==> src/rtl/tmds_encoder_multi_if.sv <==
// Parallel-side bundle of the multi-lane TMDS encoder: period type and per-lane
// payload in, encoded 10-bit symbols and status out.
interface tmds_encoder_multi_if #(
    parameter int CHANNELS = 3
);
    logic [2:0]            MODE_I;
    logic [8*CHANNELS-1:0] VID_I;
    logic [2*CHANNELS-1:0] CTL_I;
    logic [4*CHANNELS-1:0] AUX_I;
    logic [10*CHANNELS-1:0] TMDS_O;
    logic [2:0]            MODE_O;
    logic                  ERR_O;

    modport master (
        output MODE_I, VID_I, CTL_I, AUX_I,
        input  TMDS_O, MODE_O, ERR_O
    );

    modport slave (
        input  MODE_I, VID_I, CTL_I, AUX_I,
        output TMDS_O, MODE_O, ERR_O
    );
endinterface

==> src/rtl/tmds_encoder_multi.sv <==
// Multi-mode HDMI TMDS encoder: CHANNELS independent lanes, each with its own
// running-disparity counter, 2-stage pipeline (transition minimise, then DC balance).
module tmds_encoder_multi #(
    parameter int CHANNELS    = 3,
    parameter bit BIT_REVERSE = 1'b0
) (
    input  logic                 PXLCLK_I,
    input  logic                 RST_I,
    tmds_encoder_multi_if.slave  bus
);
    localparam int DATA_W = 8;

    localparam logic [2:0] MODE_CTRL        = 3'd0;
    localparam logic [2:0] MODE_VIDEO       = 3'd1;
    localparam logic [2:0] MODE_VID_GB      = 3'd2;
    localparam logic [2:0] MODE_DAT_GB      = 3'd3;
    localparam logic [2:0] MODE_DATA_ISLAND = 3'd4;

    localparam logic [9:0] SYM_CTRL_00  = 10'b1101010100;
    localparam logic [9:0] SYM_GB_BR    = 10'b1011001100;
    localparam logic [9:0] SYM_GB_GREEN = 10'b0100110011;

    function automatic logic [9:0] ctrl_sym(input logic [1:0] ctl);
        case (ctl)
            2'b00:   ctrl_sym = 10'b1101010100;
            2'b01:   ctrl_sym = 10'b0010101011;
            2'b10:   ctrl_sym = 10'b0101010100;
            default: ctrl_sym = 10'b1010101011;
        endcase
    endfunction

    function automatic logic [9:0] terc4_sym(input logic [3:0] d);
        case (d)
            4'd0:    terc4_sym = 10'b1010011100;
            4'd1:    terc4_sym = 10'b1001100011;
            4'd2:    terc4_sym = 10'b1011100100;
            4'd3:    terc4_sym = 10'b1011100010;
            4'd4:    terc4_sym = 10'b0101110001;
            4'd5:    terc4_sym = 10'b0100011110;
            4'd6:    terc4_sym = 10'b0110001110;
            4'd7:    terc4_sym = 10'b0100111100;
            4'd8:    terc4_sym = 10'b1011001100;
            4'd9:    terc4_sym = 10'b0100111001;
            4'd10:   terc4_sym = 10'b0110011100;
            4'd11:   terc4_sym = 10'b1011000110;
            4'd12:   terc4_sym = 10'b1010001110;
            4'd13:   terc4_sym = 10'b1001110001;
            4'd14:   terc4_sym = 10'b0101100011;
            default: terc4_sym = 10'b1011000011;
        endcase
    endfunction

    function automatic logic [3:0] ones8(input logic [DATA_W-1:0] d);
        logic [3:0] n;
        n = '0;
        for (int i = 0; i < DATA_W; i++) n = n + {3'b000, d[i]};
        return n;
    endfunction

    // Transition-minimised word; bit 8 set means the XOR chain was used.
    function automatic logic [8:0] qm_encode(input logic [DATA_W-1:0] d);
        logic [3:0] n;
        logic       use_xnor;
        logic [8:0] q;
        n        = ones8(d);
        use_xnor = (n > 4'd4) || ((n == 4'd4) && !d[0]);
        q        = '0;
        q[0]     = d[0];
        for (int i = 1; i < DATA_W; i++)
            q[i] = use_xnor ? ~(q[i-1] ^ d[i]) : (q[i-1] ^ d[i]);
        q[8] = ~use_xnor;
        return q;
    endfunction

    function automatic logic [9:0] mirror10(input logic [9:0] s);
        logic [9:0] m;
        for (int i = 0; i < 10; i++) m[i] = s[9-i];
        return m;
    endfunction

    logic [2:0]                mode_p1;
    logic [2:0]                mode_p2;
    logic                      err_p2;
    logic [10*CHANNELS-1:0]    tmds_flat;

    // ---- stage 1: input capture, q_m and its ones count ----
    always_ff @(posedge PXLCLK_I) begin
        if (RST_I) mode_p1 <= MODE_CTRL;
        else       mode_p1 <= bus.MODE_I;
    end

    for (genvar c = 0; c < CHANNELS; c++) begin : g_lane
        localparam int ROLE = c % 3;

        logic [1:0]        ctl_p1;
        logic [3:0]        aux_p1;
        logic [8:0]        qm_p1;
        logic [3:0]        n1_p1;
        logic [8:0]        qm_in;
        logic signed [4:0] cnt_p2;
        logic [9:0]        sym_p2;
        logic signed [4:0] cnt_nxt;
        logic [9:0]        sym_nxt;
        logic signed [5:0] diff;
        logic signed [5:0] cnt_ext;
        logic signed [5:0] cnt_sum;
        logic              qm8;

        assign qm_in = qm_encode(bus.VID_I[DATA_W*c +: DATA_W]);

        always_ff @(posedge PXLCLK_I) begin
            if (RST_I) ctl_p1 <= 2'b00;
            else       ctl_p1 <= bus.CTL_I[2*c +: 2];
        end

        always_ff @(posedge PXLCLK_I) begin
            aux_p1 <= bus.AUX_I[4*c +: 4];
            qm_p1  <= qm_in;
            n1_p1  <= ones8(qm_in[7:0]);
        end

        // ---- stage 2: mode select and DC balancing ----
        always_comb begin
            qm8     = qm_p1[8];
            diff    = $signed({1'b0, n1_p1, 1'b0}) - 6'sd8;
            cnt_ext = {cnt_p2[4], cnt_p2};
            cnt_sum = '0;
            sym_nxt = ctrl_sym(ctl_p1);
            case (mode_p1)
                MODE_VIDEO: begin
                    if ((cnt_p2 == 5'sd0) || (n1_p1 == 4'd4)) begin
                        sym_nxt = {~qm8, qm8, qm8 ? qm_p1[7:0] : ~qm_p1[7:0]};
                        cnt_sum = qm8 ? (cnt_ext + diff) : (cnt_ext - diff);
                    end else if (((cnt_p2 > 5'sd0) && (n1_p1 > 4'd4)) ||
                                 ((cnt_p2 < 5'sd0) && (n1_p1 < 4'd4))) begin
                        sym_nxt = {1'b1, qm8, ~qm_p1[7:0]};
                        cnt_sum = cnt_ext + (qm8 ? 6'sd2 : 6'sd0) - diff;
                    end else begin
                        sym_nxt = {1'b0, qm8, qm_p1[7:0]};
                        cnt_sum = cnt_ext - (qm8 ? 6'sd0 : 6'sd2) + diff;
                    end
                end
                MODE_VID_GB:      sym_nxt = (ROLE == 1) ? SYM_GB_GREEN : SYM_GB_BR;
                MODE_DAT_GB:      sym_nxt = (ROLE == 0) ? terc4_sym({2'b11, ctl_p1}) : SYM_GB_GREEN;
                MODE_DATA_ISLAND: sym_nxt = terc4_sym(aux_p1);
                default:          sym_nxt = ctrl_sym(ctl_p1);
            endcase
            // Every non-video symbol restarts the balance from zero.
            cnt_nxt = cnt_sum[4:0];
        end

        always_ff @(posedge PXLCLK_I) begin
            if (RST_I) begin
                cnt_p2 <= 5'sd0;
                sym_p2 <= SYM_CTRL_00;
            end else begin
                cnt_p2 <= cnt_nxt;
                sym_p2 <= sym_nxt;
            end
        end

        assign tmds_flat[10*c +: 10] = BIT_REVERSE ? mirror10(sym_p2) : sym_p2;
    end

    always_ff @(posedge PXLCLK_I) begin
        if (RST_I) begin
            mode_p2 <= MODE_CTRL;
            err_p2  <= 1'b0;
        end else begin
            mode_p2 <= mode_p1;
            if (mode_p1 > MODE_DATA_ISLAND) err_p2 <= 1'b1;
        end
    end

    assign bus.TMDS_O = tmds_flat;
    assign bus.MODE_O = mode_p2;
    assign bus.ERR_O  = err_p2;
endmodule

==> src/flat_wrapper.sv <==
// flat-port wrapper written by rule: the top's interface ports become plain ports
module tmds_encoder_multi_flat 
#(
    parameter int CHANNELS    = 3,
    parameter bit BIT_REVERSE = 1'b0
)
  (PXLCLK_I, RST_I, bus_MODE_I, bus_VID_I, bus_CTL_I, bus_AUX_I, bus_TMDS_O, bus_MODE_O, bus_ERR_O);
  tmds_encoder_multi_if #(.CHANNELS(CHANNELS)) bus_i ();
  input  logic PXLCLK_I;
  input  logic RST_I;
  input wire logic [$bits(bus_i.MODE_I)-1:0] bus_MODE_I;
  input wire logic [$bits(bus_i.VID_I)-1:0] bus_VID_I;
  input wire logic [$bits(bus_i.CTL_I)-1:0] bus_CTL_I;
  input wire logic [$bits(bus_i.AUX_I)-1:0] bus_AUX_I;
  output wire logic [$bits(bus_i.TMDS_O)-1:0] bus_TMDS_O;
  output wire logic [$bits(bus_i.MODE_O)-1:0] bus_MODE_O;
  output wire logic [$bits(bus_i.ERR_O)-1:0] bus_ERR_O;
  assign bus_i.MODE_I = bus_MODE_I;
  assign bus_i.VID_I = bus_VID_I;
  assign bus_i.CTL_I = bus_CTL_I;
  assign bus_i.AUX_I = bus_AUX_I;
  assign bus_TMDS_O = bus_i.TMDS_O;
  assign bus_MODE_O = bus_i.MODE_O;
  assign bus_ERR_O = bus_i.ERR_O;
  tmds_encoder_multi #(.CHANNELS(CHANNELS), .BIT_REVERSE(BIT_REVERSE)) u_core (.PXLCLK_I(PXLCLK_I), .RST_I(RST_I), .bus(bus_i));
endmodule
==> config.mk <==
export PLATFORM = sky130hd
export DESIGN_NAME = tmds_encoder_multi_flat
export DESIGN_NICKNAME = d
export VERILOG_FILES = /design/src/rtl/tmds_encoder_multi_if.sv /design/src/rtl/tmds_encoder_multi.sv /design/src/flat_wrapper.sv
export SDC_FILE = /design/constraint.sdc
export NUM_CORES = 1
export LEC_CHECK = 0
export ABC_AREA = 0
export CAP_MARGIN = 10
export CORE_ASPECT_RATIO = 0.5
export CORE_MARGIN = 1.5
export CORE_UTILIZATION = 50
export DETAILED_ROUTE_END_ITERATION = 6
export GPL_TIMING_DRIVEN = 1
export HOLD_SLACK_MARGIN = 0.12
export PLACE_DENSITY = 0.73
export SYNTH_ARGS = -nofsm -noshare
export SYNTH_HDL_FRONTEND = slang
export SYNTH_SLANG_ARGS = --single-unit
==> constraint.sdc <==
create_clock -name PXLCLK_I -period 7.6 [get_ports PXLCLK_I]
set_clock_uncertainty 0.1 [all_clocks]
set_input_delay 1.52 -clock PXLCLK_I [delete_from_list [all_inputs] [get_ports PXLCLK_I]]
set_output_delay 1.52 -clock PXLCLK_I [all_outputs]
set_load 0.05 [all_outputs]
# == After elaboration in Yosys (flattened, before gate mapping) ==
# Memory sizes are Yosys's and may differ from the RTL's. A register that Yosys moved wholly into a read port is not among the register bits.
# Cells that the tools add are included.
# classes
add_sub_neg,63
mul,0
div_mod_pow,0
magnitude_cmp,16
n_eq_ne,16
n_shift,0
muxes,52
bitwise_logic,52
reduce_logical,29
# ops
operator,count
case mux 10 bit (3 select lines),5
adder 4 x 1 -> 4 bit,36
case mux 10 bit (4 select lines),2
two-way mux 10 bit,6
two-way mux 5 bit,9
adder 5 bit,6
subtractor 5 bit,6
inverter 1 bit,28
equality test 4 x 3 -> 1 bit (second input constant),6
greater-than comparator 4 x 3 -> 1 bit (second input constant),6
two-way mux 8 bit,3
inverter 8 bit,3
two-way mux 1 bit,21
XOR 1 bit,21
adder 5 x 3 -> 5 bit,3
greater-than comparator 5 x 1 -> 1 bit (second input constant),3
logical NOT 5 bit,3
less-than comparator 5 x 1 -> 1 bit (second input constant),3
subtractor 5 x 3 -> 5 bit,3
subtractor 5 x 4 -> 5 bit (second input constant),3
adder 1 x 1 -> 2 bit,6
less-than comparator 4 x 3 -> 1 bit (second input constant),3
two-way mux 2 bit,6
logical AND 1 bit,9
other kinds (10),28
# totals
register_bits,97
latch_bits,0
ramBits,0
romBits,480
input_bits,47
wordCells,249
n_memories,3
# mem_list
memory,words,width,read_ports,rd_clocked_by_memory_dff,wr,line,rtl
(no name shown),16,10,1,1,0,tmds_encoder_multi.sv:33,case (d)
(no name shown),16,10,1,1,0,tmds_encoder_multi.sv:33,
(no name shown),16,10,1,1,0,tmds_encoder_multi.sv:33,

# == Longest topological paths before layout ==
# logic_depth
depth_word,30
ltp_mapped,20

# == Least setup slack after synthesis ==
# No wires, ideal clock.
# synth_timing
kind,input to register
start,in bus_VID_I[16]
end,reg u_core.g_lane[2].n1_p1[1]
setup_time_ns,0.057
arrival_ns,6.740
required_ns,7.443
setup_slack_ns,0.703
path_stages,20
path_buffers,0
cell_sequence,ha_1 -> inv_1 -> fa_1 -> fa_1 -> inv_1 -> fa_1 -> fa_1 -> nor3b_1 -> o21ai_0 -> a21oi_2 -> xnor2_1 -> ha_1 -> inv_1 -> fa_1 -> fa_1 -> inv_1 -> fa_1 -> inv_1 -> fa_1 -> inv_1
# synth_between
elab_chain_len,30
elab_cells_between_ends,40
# synth_lines
element,line,rtl
start: declaration,flat_wrapper.sv:12,input wire logic [$bits(bus_i.VID_I)-1:0] bus_VID_I;
branches (longest 10 deep; another with adder 4 x 1 -> 4 bit),-,
two-way mux 1 bit *,tmds_encoder_multi.sv:70,q[i] = use_xnor ? ~(q[i-1] ^ d[i]) : (q[i-1] ^ d[i]);
named net u_core.g_lane[2].qm_in[1],tmds_encoder_multi.sv:99,logic [8:0] qm_in;
branches (longest 18 deep; another with adder 4 x 1 -> 4 bit),-,
adder 4 x 1 -> 4 bit *,tmds_encoder_multi.sv:56,"for (int i = 0; i < DATA_W; i++) n = n + {3'b000, d[i]};"
end signal: assignment,tmds_encoder_multi.sv:119,n1_p1 <= ones8(qm_in[7:0]);
end: declaration,tmds_encoder_multi.sv:98,logic [3:0] n1_p1;
# Mark *: on every way through the listed nets, which the timed path passes.
# A chain may end at the register's enable or synchronous reset.

# == Worst setup path after layout ==
# Same ends and word-level chain as after synthesis.

==> reports/results.tsv <==
metric	value	unit
Post-synth top cells	124 x dfxtp_1, 119 x inv_1, 102 x ha_1	
Crit. End Element	flop	
quantity of hold-fixing buffers added after cts	0	
Clock Path Buffers	2	
DR WL/cell	15.1	um
peak supply drop	0.189	mV
critical path cell sequence	clkdlybuf4s50_1 > ha_1 > inv_1 > fa_1 > fa_1 > inv_1 > fa_1 > fa_1 > nor3b_1 > o21ai_0 > a21oi_2 > xnor2_1 > ha_1 > inv_1 > fa_1 > fa_1 > inv_1 > fa_1 > inv_1 > fa_1 > inv_1	
routability cong.	0.873	
initial antenna violation count	0	
switching power	0.00153	W
delay-heaviest family, CP	adder cells	
final setup TNS	0	ps
die width	184	um
max frequency	139	MHz
Async SR Flop Fraction	0	
P_int	0.00222	W
clock period minus worst slack	7200	ps
Setup violations, final	0	
fin crit share	0.947	
Setup Buffers After CTS	0	
P_leak	4.40	nW
TritonCTS clock tree	done	
HPWL after DPL	14000	um
CP startpoint kind	input pin	
total power	0.00375	W
Top cell by count, worst path	fa_1	
Synth Warn #	0	
largest net degree at the start of global routing	45	
Worst Path Max Fanout	4	
post-CTS sizing	0	
Die Area	0.0173	sq mm
CTS root buf	clkbuf_16	
Net Count, Synth	1081	
register share of total power	0.242	
part of the power in the clock network	0.221	
Tightest Hold Check Type	flop to flop	
syn avg cell area	9.20	sq um
vias in the first global route	6191	
Critical R2R Capture	u_core.g_lane[0].cnt_p2[4]$_SDFF_PP0_	
post-route ant nets	0	
Critical Path AT	7460	ps
Tightest Pin Transition	1230	ps
# port buffers	80	
1st-iter DRT viols	392	
WS Path Type	input pin to flop	
Setup WS pre-CTS	32.9	ps
share of layout cells above drive strength 1	0.0601	
delay of the slowest critical-path stage	550	ps
Seq cells post-synth	124	
clk slew on worst S/H paths	60	ps
Synth top area share	0.302	
# rows	32	
# DRC	0	
Worst path depth	21	
wirelength, routed	18100	um
core area	0.0157	sq mm
CTS sink count	124	
cell area after layout	0.00982	sq mm
Nets	1157	
status	finished clean	
Synth-to-Final Area Change	19.6	%
Avg Vias per Cell	5.25	
sequential area share after synthesis	0.302	
Worst Path Required	7860	ps
Worst Hold Depth	1	
most common cell in the synthesized netlist	dfxtp_1	
initial core utilization	0.522	
prevailing post-synth register cell	dfxtp_1	
reg-to-reg startpoint	u_core.mode_p1[0]$_SDFF_PP0_	
post-synth top area cell	dfxtp_1	
sw frac	0.408	
DR vias	6318	
diode count	0	
Netlist cell types	61	
Synth area leaders	dfxtp_1 30%, ha_1 16%, fa_1 9.5%	
slowest CP cell	fa_1	
final hold vios	0	
Worst-Skew Late Latency	410	ps
Worst slew margin	0.177	
Worst Path Buf+Inv	7	
drt pass-1 iters	5	
I/O Pins	81	
TritonCTS Buffers	17	
R2R cell count	5	
GR Overflow Total	0	
post-synthesis cell area	0.00822	sq mm
Cells after Synth	893	
Die Height	93.6	um
flop-to-flop setup slack	4470	ps
H-tree depth	4	
unrepaired setup endpoints after global routing	no	
power density cells	382	mW/mm^2
placed cell areas	0.00921	sq mm
number of synthesized flops with an enable pin	0	
final worst slack	402	ps
final core utilization	0.624	
first-pass GRT wire length	29700	um
hold path endpoint	u_core.g_lane[1].sym_p2[8]$_SDFF_PP1_	
Logic pwr share	0.537	
Overall Global Routing Usage	0.221	
max-slew violation count	0	
Max Cap Violations	0	
==> power by group through the flow <==
stage	Clock (W)	Combinational, W	Sequential [W]
after floorplan	0	0.00149	0.000965
after global placement	0	0.00190	0.000913
after detailed placement	0	0.00199	0.000916
after CTS	0.000839	0.00203	0.000905
after global routing	0.000870	0.00229	0.000919
final	0.000831	0.00201	0.000907
==> layer usage <==
layer	vias to the layer above	wire, um	track usage
li1	3122	-	-
met1	3013	8430	0.287
met2	162	8640	0.384
met3	21	856	0.0424
met4	0	181	0.0444
met5	-	0	0
==> logic make-up after synthesis <==
logic type,count (synthesis),share of synthesized area
multiplexers,12,0.0168
adder cells (fa/ha/maj),141,0.250
AO/OA/AOI/OAI,208,0.159
buffers and inverters,148,0.0698
XOR/XNOR,89,0.101
AND/OR/NAND/NOR,171,0.100
flip-flops,124,0.302
==> through the flow <==
stage,hold slack (ps),cells
after global routing,381,1203
after floorplan,312,893
after CTS,353,1203
final,346,1203
after global placement,346,1171
after detailed placement,338,1171
==> worst max-delay path by stage <==
stage	from	to	slack [ps]
finish	bus_VID_I[16]	u_core.g_lane[2].n1_p1[1]$_DFF_P_	400
detailed placement	bus_VID_I[16]	u_core.g_lane[2].n1_p1[1]$_DFF_P_	30
CTS	bus_VID_I[16]	u_core.g_lane[2].n1_p1[1]$_DFF_P_	410
global placement	bus_VID_I[16]	u_core.g_lane[2].n1_p1[1]$_DFF_P_	210
global route	bus_VID_I[0]	u_core.g_lane[0].n1_p1[1]$_DFF_P_	190
floorplan	bus_VID_I[16]	u_core.g_lane[2].n1_p1[1]$_DFF_P_	700
==> layout make-up <==
class / instances / area, sq um
repair buffers: 86 / 846
well taps: 221 / 277
flip-flops and latches: 124 / 2480
clock buffers: 18 / 429
multi-input cells: 621 / 5160
clock inverters: 14 / 183
inverters: 119 / 447
fillers: 1253 / 5910
==> cells in the final DEF, fill, tap and decap left out, types with 10 or more instances in the layout <==
master           netlist  layout
a21o_1                10      10
nor2b_1               16      16
nand2_1               38      38
o21ai_0               42      42
nor3b_1               13      13
clkdlybuf4s50_1        0      80
fa_1                  39      39
o22ai_1               14      14
ha_1                 102     102
nor2_1                67      67
clkbuf_16              0      17
xnor2_1               54      54
nor3_1                13      13
inv_1                119     119
dfxtp_1              124     124
xor2_1                31      31
a21oi_1               66      66
a211oi_1              18      18
No activity file was read; power rests on OpenSTA's default activity.
